File: config.mk
export PLATFORM = sky130hd
export DESIGN_NAME = alu_result_display
export DESIGN_NICKNAME = d
export VERILOG_FILES = /design/src/rtl/alu_disp_pkg.sv /design/src/rtl/alu_result_display_seg7.sv /design/src/rtl/alu_result_display.sv
export SDC_FILE = /design/constraint.sdc
export NUM_CORES = 1
export LEC_CHECK = 0
export ABC_CLOCK_PERIOD_IN_PS = 3350
export BUFFER_PORTS_ARGS = -buffer_cell sky130_fd_sc_hd__buf_2
export CORE_AREA = 2 2 74 111
export DETAILED_ROUTE_END_ITERATION = 6
export DIE_AREA = 0 0 76 113
export HOLD_SLACK_MARGIN = 0.05
export PLACE_DENSITY = 0.7
export SETUP_SLACK_MARGIN = 0.4
export SYNTH_ARGS = -nofsm -noshare
export SYNTH_HDL_FRONTEND = slang
export SYNTH_SLANG_ARGS = --single-unit
File: constraint.sdc
create_clock -name clk -period 3.35 [get_ports clk]
set_input_delay 0.1675 -clock clk [delete_from_list [all_inputs] [get_ports clk]]
set_output_delay 0.1675 -clock clk [all_outputs]
set_load 0.05 [all_outputs]
File: src/rtl/alu_disp_pkg.sv
// -----------------------------------------------------------------------------
// alu_disp_pkg
// Shared definitions for the ALU result display stage:
//   - active-high seven-segment patterns, bit order {g,f,e,d,c,b,a}
//   - special digit codes understood by seg7_encode (minus, blank)
//   - converter FSM state encoding
//   - BCD nibble adjust helper used by the double-dabble engine
// -----------------------------------------------------------------------------
package alu_disp_pkg;

    localparam logic [6:0] SEG_0     = 7'h3F;
    localparam logic [6:0] SEG_1     = 7'h06;
    localparam logic [6:0] SEG_2     = 7'h5B;
    localparam logic [6:0] SEG_3     = 7'h4F;
    localparam logic [6:0] SEG_4     = 7'h66;
    localparam logic [6:0] SEG_5     = 7'h6D;
    localparam logic [6:0] SEG_6     = 7'h7D;
    localparam logic [6:0] SEG_7     = 7'h07;
    localparam logic [6:0] SEG_8     = 7'h7F;
    localparam logic [6:0] SEG_9     = 7'h6F;
    localparam logic [6:0] SEG_MINUS = 7'h40;
    localparam logic [6:0] SEG_BLANK = 7'h00;

    localparam logic [3:0] CODE_MINUS = 4'd10;
    localparam logic [3:0] CODE_BLANK = 4'd11;

    typedef enum logic [1:0] {
        ST_IDLE  = 2'd0,
        ST_LOAD  = 2'd1,
        ST_SHIFT = 2'd2,
        ST_DONE  = 2'd3
    } conv_state_e;

    // Double-dabble correction: a nibble of 5 or more would exceed 9 after
    // the following left shift, so bias it by 3 first.
    function automatic logic [3:0] bcd_adjust(input logic [3:0] nib);
        return (nib >= 4'd5) ? nib + 4'd3 : nib;
    endfunction

endpackage

File: src/rtl/alu_result_display_seg7.sv
// -----------------------------------------------------------------------------
// seg7_encode
// Combinational digit code to active-high segment pattern.
//   code    in  4  0..9 decimal digit, 10 = minus, 11 = blank (others blank)
//   pattern out 7  segments {g,f,e,d,c,b,a}, 1 = lit
// -----------------------------------------------------------------------------
module seg7_encode
    import alu_disp_pkg::*;
(
    input  logic [3:0] code,
    output logic [6:0] pattern
);

    always_comb begin
        pattern = SEG_BLANK;
        case (code)
            4'd0:       pattern = SEG_0;
            4'd1:       pattern = SEG_1;
            4'd2:       pattern = SEG_2;
            4'd3:       pattern = SEG_3;
            4'd4:       pattern = SEG_4;
            4'd5:       pattern = SEG_5;
            4'd6:       pattern = SEG_6;
            4'd7:       pattern = SEG_7;
            4'd8:       pattern = SEG_8;
            4'd9:       pattern = SEG_9;
            CODE_MINUS: pattern = SEG_MINUS;
            default:    pattern = SEG_BLANK;
        endcase
    end

endmodule

File: src/rtl/alu_result_display.sv
// -----------------------------------------------------------------------------
// alu_result_display
// Converts the ALU's signed 8-bit result to sign + three BCD digits with a
// sequential double-dabble engine and scans them onto a 4-digit multiplexed
// seven-segment display. A conversion only starts when the sampled result
// differs from the last converted value; display registers are written in a
// single cycle, so a half-converted value is never shown.
//
// There is no valid/ready handshake: result is sampled every cycle, and a
// change arriving while busy is picked up when the FSM returns to IDLE.
//
// Parameters
//   REFRESH_DIV  clk cycles each digit stays enabled (>= 2)
//   ACTIVE_LOW   1: seg and an are active-low; 0: active-high
// Ports
//   clk        in  1  system clock
//   rst_n      in  1  asynchronous active-low reset
//   result     in  8  signed two's-complement ALU result
//   seg        out 7  segment drive {g,f,e,d,c,b,a}, registered
//   an         out 4  digit enables, an[3] = sign (leftmost), registered
//   busy       out 1  conversion in progress (LOAD, SHIFT, DONE)
//   dbg_state  out 2  converter FSM state (conv_state_e encoding)
// -----------------------------------------------------------------------------
module alu_result_display
    import alu_disp_pkg::*;
#(
    parameter int REFRESH_DIV = 50000,
    parameter bit ACTIVE_LOW  = 1'b1
) (
    input  logic       clk,
    input  logic       rst_n,
    input  logic [7:0] result,
    output logic [6:0] seg,
    output logic [3:0] an,
    output logic       busy,
    output logic [1:0] dbg_state
);

    localparam int              CNT_W   = (REFRESH_DIV > 2) ? $clog2(REFRESH_DIV) : 1;
    localparam logic [CNT_W-1:0] CNT_MAX = CNT_W'(REFRESH_DIV - 1);

    conv_state_e      state, state_nxt;
    logic [7:0]       res_q, last_q;
    logic             neg_q;
    logic [7:0]       mag_q;
    logic [11:0]      bcd_q, bcd_adj;
    logic [2:0]       iter_q;
    logic             disp_neg;
    logic [3:0]       disp_h, disp_t, disp_o;
    logic [CNT_W-1:0] refresh_cnt;
    logic [1:0]       digit_idx;
    logic [3:0]       cur_code;
    logic [6:0]       cur_pat;
    logic [3:0]       an_onehot;
    logic [6:0]       seg_q;
    logic [3:0]       an_q;

    // ---------------- converter FSM ----------------
    always_ff @(posedge clk or negedge rst_n) begin
        if (!rst_n) state <= ST_IDLE;
        else        state <= state_nxt;
    end

    always_comb begin
        state_nxt = state;
        busy      = 1'b0;
        case (state)
            ST_IDLE: begin
                if (res_q != last_q) state_nxt = ST_LOAD;
            end
            ST_LOAD: begin
                busy      = 1'b1;
                state_nxt = ST_SHIFT;
            end
            ST_SHIFT: begin
                busy = 1'b1;
                if (iter_q == 3'd7) state_nxt = ST_DONE;
            end
            ST_DONE: begin
                busy      = 1'b1;
                state_nxt = ST_IDLE;
            end
            default: state_nxt = ST_IDLE;
        endcase
    end

    assign dbg_state = state;

    assign bcd_adj = {bcd_adjust(bcd_q[11:8]), bcd_adjust(bcd_q[7:4]), bcd_adjust(bcd_q[3:0])};

    // ---------------- datapath ----------------
    always_ff @(posedge clk or negedge rst_n) begin
        if (!rst_n) begin
            res_q    <= 8'd0;
            last_q   <= 8'd0;
            neg_q    <= 1'b0;
            mag_q    <= 8'd0;
            bcd_q    <= 12'd0;
            iter_q   <= 3'd0;
            disp_neg <= 1'b0;
            disp_h   <= 4'd0;
            disp_t   <= 4'd0;
            disp_o   <= 4'd0;
        end else begin
            res_q <= result;
            case (state)
                ST_LOAD: begin
                    last_q <= res_q;
                    neg_q  <= res_q[7];
                    // Two's-complement negate in 8 bits; -128 maps to 128 unsigned.
                    mag_q  <= res_q[7] ? (~res_q + 8'd1) : res_q;
                    bcd_q  <= 12'd0;
                    iter_q <= 3'd0;
                end
                ST_SHIFT: begin
                    {bcd_q, mag_q} <= {bcd_adj[10:0], mag_q, 1'b0};
                    iter_q         <= iter_q + 3'd1;
                end
                ST_DONE: begin
                    disp_neg <= neg_q;
                    disp_h   <= bcd_q[11:8];
                    disp_t   <= bcd_q[7:4];
                    disp_o   <= bcd_q[3:0];
                end
                default: ;
            endcase
        end
    end

    // ---------------- digit scanner ----------------
    always_comb begin
        cur_code = disp_o;
        case (digit_idx)
            2'd0: cur_code = disp_o;
            2'd1: cur_code = (disp_h == 4'd0 && disp_t == 4'd0) ? CODE_BLANK : disp_t;
            2'd2: cur_code = (disp_h == 4'd0) ? CODE_BLANK : disp_h;
            2'd3: cur_code = disp_neg ? CODE_MINUS : CODE_BLANK;
            default: cur_code = CODE_BLANK;
        endcase
    end

    assign an_onehot = 4'b0001 << digit_idx;

    seg7_encode u_seg7 (
        .code    (cur_code),
        .pattern (cur_pat)
    );

    // an and seg are registered from the same digit index, so they always
    // switch together on one edge.
    always_ff @(posedge clk or negedge rst_n) begin
        if (!rst_n) begin
            refresh_cnt <= '0;
            digit_idx   <= 2'd0;
            seg_q       <= {7{ACTIVE_LOW}};
            an_q        <= {4{ACTIVE_LOW}};
        end else begin
            if (refresh_cnt == CNT_MAX) begin
                refresh_cnt <= '0;
                digit_idx   <= digit_idx + 2'd1;
            end else begin
                refresh_cnt <= refresh_cnt + 1'b1;
            end
            seg_q <= cur_pat ^ {7{ACTIVE_LOW}};
            an_q  <= an_onehot ^ {4{ACTIVE_LOW}};
        end
    end

    assign seg = seg_q;
    assign an  = an_q;

endmodule
== Word level (Yosys, flattened, before mapping) ==
Memories as Yosys holds them, arrays and structs flattened.
Index checks and enable logic that the tools add are counted.
Cells by class
  add/subtract/negate cells: 7
  equality and inequality tests: 11
  shift-type cells: 1
  reductions and logical operators: 8
  multiplexer cells: 16
  $lt $le $gt $ge: 3
  bitwise operators: 3
Operators by type and width (number)
  case mux 12 bit (2 select lines): 1
  adder 16 x 1 -> 16 bit, second input constant: 1
  == test 16 bit, second input constant: 1
  2-to-1 mux 16 bit: 1
  2-to-1 mux 4 bit: 4
  case mux 4 bit (4 select lines): 1
  case mux 8 bit (2 select lines): 1
  >= comparator 4 x 3 -> 1 bit, second input constant: 3
  adder 4 x 2 -> 4 bit, second input constant: 2
  adder 8 x 1 -> 8 bit, second input constant: 1
  == test 2 bit, second input constant: 4
  zero test 4 bit: 2
  2-to-1 mux 8 bit: 1
  != test 8 bit: 1
  NOT 8 bit: 1
  case mux 2 bit (4 select lines): 1
  NOT 7 bit: 1
  case mux 3 bit (2 select lines): 1
  == test 2 x 1 -> 1 bit, second input constant: 2
  zero test 2 bit: 2
  2-to-1 mux 2 bit: 2
  != test 2 bit, second input constant: 2
  NOT 4 bit: 1
  left shift 1 x 2 -> 4 bit, first input constant: 1
  10 further kinds: 11
Storage, ports and cells
  bits in read-only memories: 112
  memories kept: 1
  output and inout port bits: 14
  register bits: 84
  word-level logic and storage cells: 65
  bits of input ports: 10
Memory list
  (no name shown): words 16, width 7, read ports 1, clocked after Yosys merged registers in 0, wr ports 0, line alu_result_display_seg7.sv:16  | case (code)

== Logic depth before layout (Yosys ltp) ==
An unclocked memory read counts as a cell.
  word-level depth: 6
  gate-level depth with buffers: 11
  depth with buffers taken out: 10

== Hierarchy ==
A second synthesis with hierarchy kept.
Second synthesis, totals
  cells, all modules: 383
  area total of the unflattened synthesis: 4124.0 um^2
Modules (own cells, without submodules)
  alu_result_display: area an instance 3910.0 um^2, cells each 354, instances 1, seq. area each 2090.8 um^2
  seg7_encode: area an instance 214.0 um^2, cells each 29, instances 1, seq. area each 0.0 um^2

== Least setup slack after synthesis ==
OpenSTA, ideal clock, no wires.
  path kind: register to register
  start point: register digit_idx[0]
  end point: register seg_q[5], in the netlist seg[5]
  cell stages (with the launch flop): 11
  slack: 934 ps
  path buffers: 0
  required time: 3277 ps
  setup time: 73 ps
  arrival: 2343 ps
  clock period less this slack: 2416 ps
  path through: dfrtp_1 -> inv_1 -> ha_1 -> inv_2 -> or4_4 -> a32oi_4 -> inv_1 -> ha_1 -> and2_1 -> o21bai_1 -> a21oi_1
Between the ends
  word-level cells in the longest chain between the ends: 4
  elaborated cells between the ends (all ways): 7
  those cells by class: eq/ne (3); mux (1); bitwise (1); reduce/logical (1); memory (1)
RTL lines
  start, declared: line alu_result_display.sv:51  | logic [1:0] digit_idx;
  start signal, assigned: line alu_result_display.sv:160  | digit_idx <= digit_idx + 2'd1;
  == test 2 bit, or another cell as far along: line alu_result_display.sv:133  | case (digit_idx)
  case mux 4 bit (4 select lines) (*): line alu_result_display.sv:133
  memory (16 x 7 bit) (*)
  NOT 7 bit (no line) (*)
  end signal, assigned: line alu_result_display.sv:155  | seg_q <= {7{ACTIVE_LOW}};
  end signal, assigned: line alu_result_display.sv:164  | seg_q <= cur_pat ^ {7{ACTIVE_LOW}};
  end, declared: line alu_result_display.sv:55  | logic [6:0] seg_q;
Every way passes the cells marked *; elsewhere a longest branch is shown, timed or not.
A chain may end at the register's enable or synchronous reset.

== Worst setup path after layout ==
Ends and elaborated chain as after synthesis.

==> impl_metrics.yaml <==
clocking:
  cts_resized: 0
  clk_latency_ps: 340
  clock_sinks: 83
  cts_tree: "built"
  htreeDepth: 3
  cts.path.max_buffers: 2
  root_buffer: "clkbuf_16"
  cts_buffers: 9
  clk_pin_slew_ps: 60
placed_design:
  gp_congestion: 0.795
  dp.final_hpwl_mm: 4.89
  port_buffers: 23
timing:
  worst_pin_slew_ps: 1000
  slew_viol_final: 0
  fin_tns_setup_ps: 0
  hold_viol_final: 0
  layout_min_cycle_time_ps: 2630
  relSlewSlack_pct: 33.4
  fmax_mhz: 381
  timing.hold.ws_ps: 475
  skew_ps: 6.25
  rsz0062_at_grt: "no"
  setup_violations: 0
  post-route-period-util_pct: 78.4
die:
  initial_core_util_pct: 54.1
  die_h_um: 113
  ios: 24
  core_mm2: 0.00756
  die_x_um: 76
  rows: 39
  die-area_mm2: 0.00859
finish:
  multiInputGateArea_mm2: 0.00180
  drive_gt1_share_pct: 18.9
  seq_area_mm2: 0.00209
  area_growth_pct: 14.0
  nFillCells: 609
  final_nets: 438
  diodes: 0
global_route:
  grt_usage_pct: 18.3
  grt_max_degree: 84
  antenna_found_initial: 0
  grt_pass1_vias: 2795
  grt_pass1_wl_mm: 12.5
  overflow: 0
worst_setup_path:
  start_kind: "register"
  cp-end-kind: "register"
  reg2reg_depth: 10
  cp_cell_sequence: "inv_1 > ha_1 > inv_2 > or4_4 > a32oi_4 > inv_1 > ha_1 > and2_1 > o21bai_1 > a21oi_1"
  crit_start: "digit_idx[0]$_DFFE_PN0N_"
  arrival_ps: 2890
  crit_type: "register to register"
  cp_slowest_cell: "or4_4"
  required_ps: 3610
  worstPathMaxFanout: 7
  r2r_end: "seg[5]$_DFF_PN1_"
  crit_end: "seg[5]$_DFF_PN1_"
  reg2reg_slack_ps: 720
  rr_startpoint: "digit_idx[0]$_DFFE_PN0N_"
  max_stage_delay_ps: 540
synthesis:
  ys_ff_latch: 83
  yosysSeqAreaShare_pct: 51.1
  synth_cell_types: 46
  ys_warn_count: 0
  synth.avg_cell_area_um2: 10.9
  synth_nets: 412
  synth_common_cells: "dfrtp_1, inv_1, ha_1, xnor2_1, mux2_2"
  syn_inst: 377
  netlist_area_mm2: 0.00410
  synth_async_sr_flop_share_pct: 100
  synth_enable_flop_cells: 0
  synthFlopType: "dfrtp_1"
  synth.top_cell.area_share_pct: 44.0
  synthTopCellsByArea: "dfrtp_1, ha_1, dfstp_2"
  yosysMostFrequentCell: "dfrtp_1"
  yosys.area.top_type: "dfrtp_1"
run_status:
  status: "finished, final reports clean"
power:
  internal_power_w: 0.00227
  p_sw_w: 0.00113
  total_power_w: 0.00340
  swShare_pct: 33.2
  ir_worst_vdd_mv: 0.605
  seqPwrFrac_pct: 38.8
  clockPowerShare_pct: 28.8
  powerDensity_mw_per_mm2: 729
  p_leak_nw: 2.07
  p_comb_share_pct: 32.5
route:
  wl_per_cell_um: 13.9
  drcViolationCount: 0
  final_antenna_net_count: 0
  firstDrtPassIters: 4
  drt_iter0_markers: 121
  finalWirelength_mm: 7.07
  viasPerCell: 5.41
  num_vias: 2759
flow_run:
  maxCapViolCount: 0
min_path:
  min_path_type: "input port to register"
  worstHoldStart: "result[4]"
[kinds of logic (layout without fill, tap and decap cells)]
| logic type | Yosys count | in the layout | synth area share [%] |
|---|---|---|---|
| simple gates | 86 | 86 | 10.8 |
| xor+xnor | 34 | 34 | 7.27 |
| compound gates | 66 | 66 | 10.5 |
| fa+ha+maj | 25 | 25 | 7.64 |
| mux | 28 | 28 | 7.58 |
| flops | 83 | 83 | 51.1 |
| buf+inv | 55 | 86 | 5.10 |
[timing repair]
action,4_1_cts,5_1_grt
endpoints found under the hold margin,13,0
hold buffers,9,0
buffers inserted,0,0
[routing by layer]
layer | global-route usage, % | share of wire (%) | up-vias
met5 | 0 | 0 | -
met4 | 8.24 | 2.0 | 0
met3 | 4.70 | 2.9 | 9
met2 | 34.5 | 56 | 43
met1 | 18.9 | 39 | 1371
li1 | - | - | 1336
[worst min path at each step]
stage | endpoint | slack, ps | cells after the start
after floorplan | bcd_q[0]$_DFFE_PN0P_ | -130 | 0
after global placement | res_q[6]$_DFF_PN0_ | 280 | 1
after detailed placement | res_q[4]$_DFF_PN0_ | 280 | 1
after CTS | res_q[0]$_DFF_PN0_ | 450 | 2
after global routing | res_q[4]$_DFF_PN0_ | 470 | 2
final | res_q[4]$_DFF_PN0_ | 480 | 2
[layout by cell type, fill, tap and decap left out, drive strengths merged, types with 17 or more instances in the layout]
master / n
inv: 37
ha: 25
dfrtp: 72
xnor2: 25
nor2: 21
mux2: 24
buf: 24
nand2: 17
o21ai: 17
[power groups by stage]
stage / combinational (W) / clock [W] / sequential [W]
floorplan: 0.000786 / 0 / 0.00142
global placement: 0.00107 / 0 / 0.00133
detailed placement: 0.00111 / 0 / 0.00134
CTS: 0.00112 / 0.00100 / 0.00132
global route: 0.00123 / 0.00105 / 0.00134
finish: 0.00110 / 0.000978 / 0.00132
[critical path: cells and delay by family, from the launching register on]
kind | cells | cell delay (ps)
AND/OR/NAND/NOR | 2 | 680
flip-flops | 1 | 400
AO/OA/AOI/OAI | 3 | 640
adder cells (fa/ha/maj) | 2 | 510
buffers and inverters | 3 | 340
[flip-flops by register name, indices dropped and copies added (netlist names)]
register and flops:
disp_t 4, disp_h 4, disp_o 4, an 4, res_q 8, bcd_q 12, refresh_cnt 16, last_q 8
disp_neg 1, seg 7, dbg_state 2, digit_idx 2, iter_q 3, mag_q 8
[area by class of cell]
type | instances | share of cell area, %
Clock inverter | 2 | 0.751
Multi-Input combinational cell | 239 | 38.5
Tap cell | 102 | 2.73
Timing Repair Buffer | 33 | 4.61
Clock buffer | 14 | 5.66
Inverter | 37 | 2.98
Sequential cell | 83 | 44.8
[per-stage QoR]
stage	util (%)	worst slack [ps]	cell area, µm²	std cells
floorplan	-	934	4100	377
global placement	56.6	816	4280	485
detailed placement	56.6	719	4280	485
CTS	61.7	704	4670	510
global route	61.7	548	4670	510
finish	61.7	723	4670	510
Power figures use the tool's default switching activity.
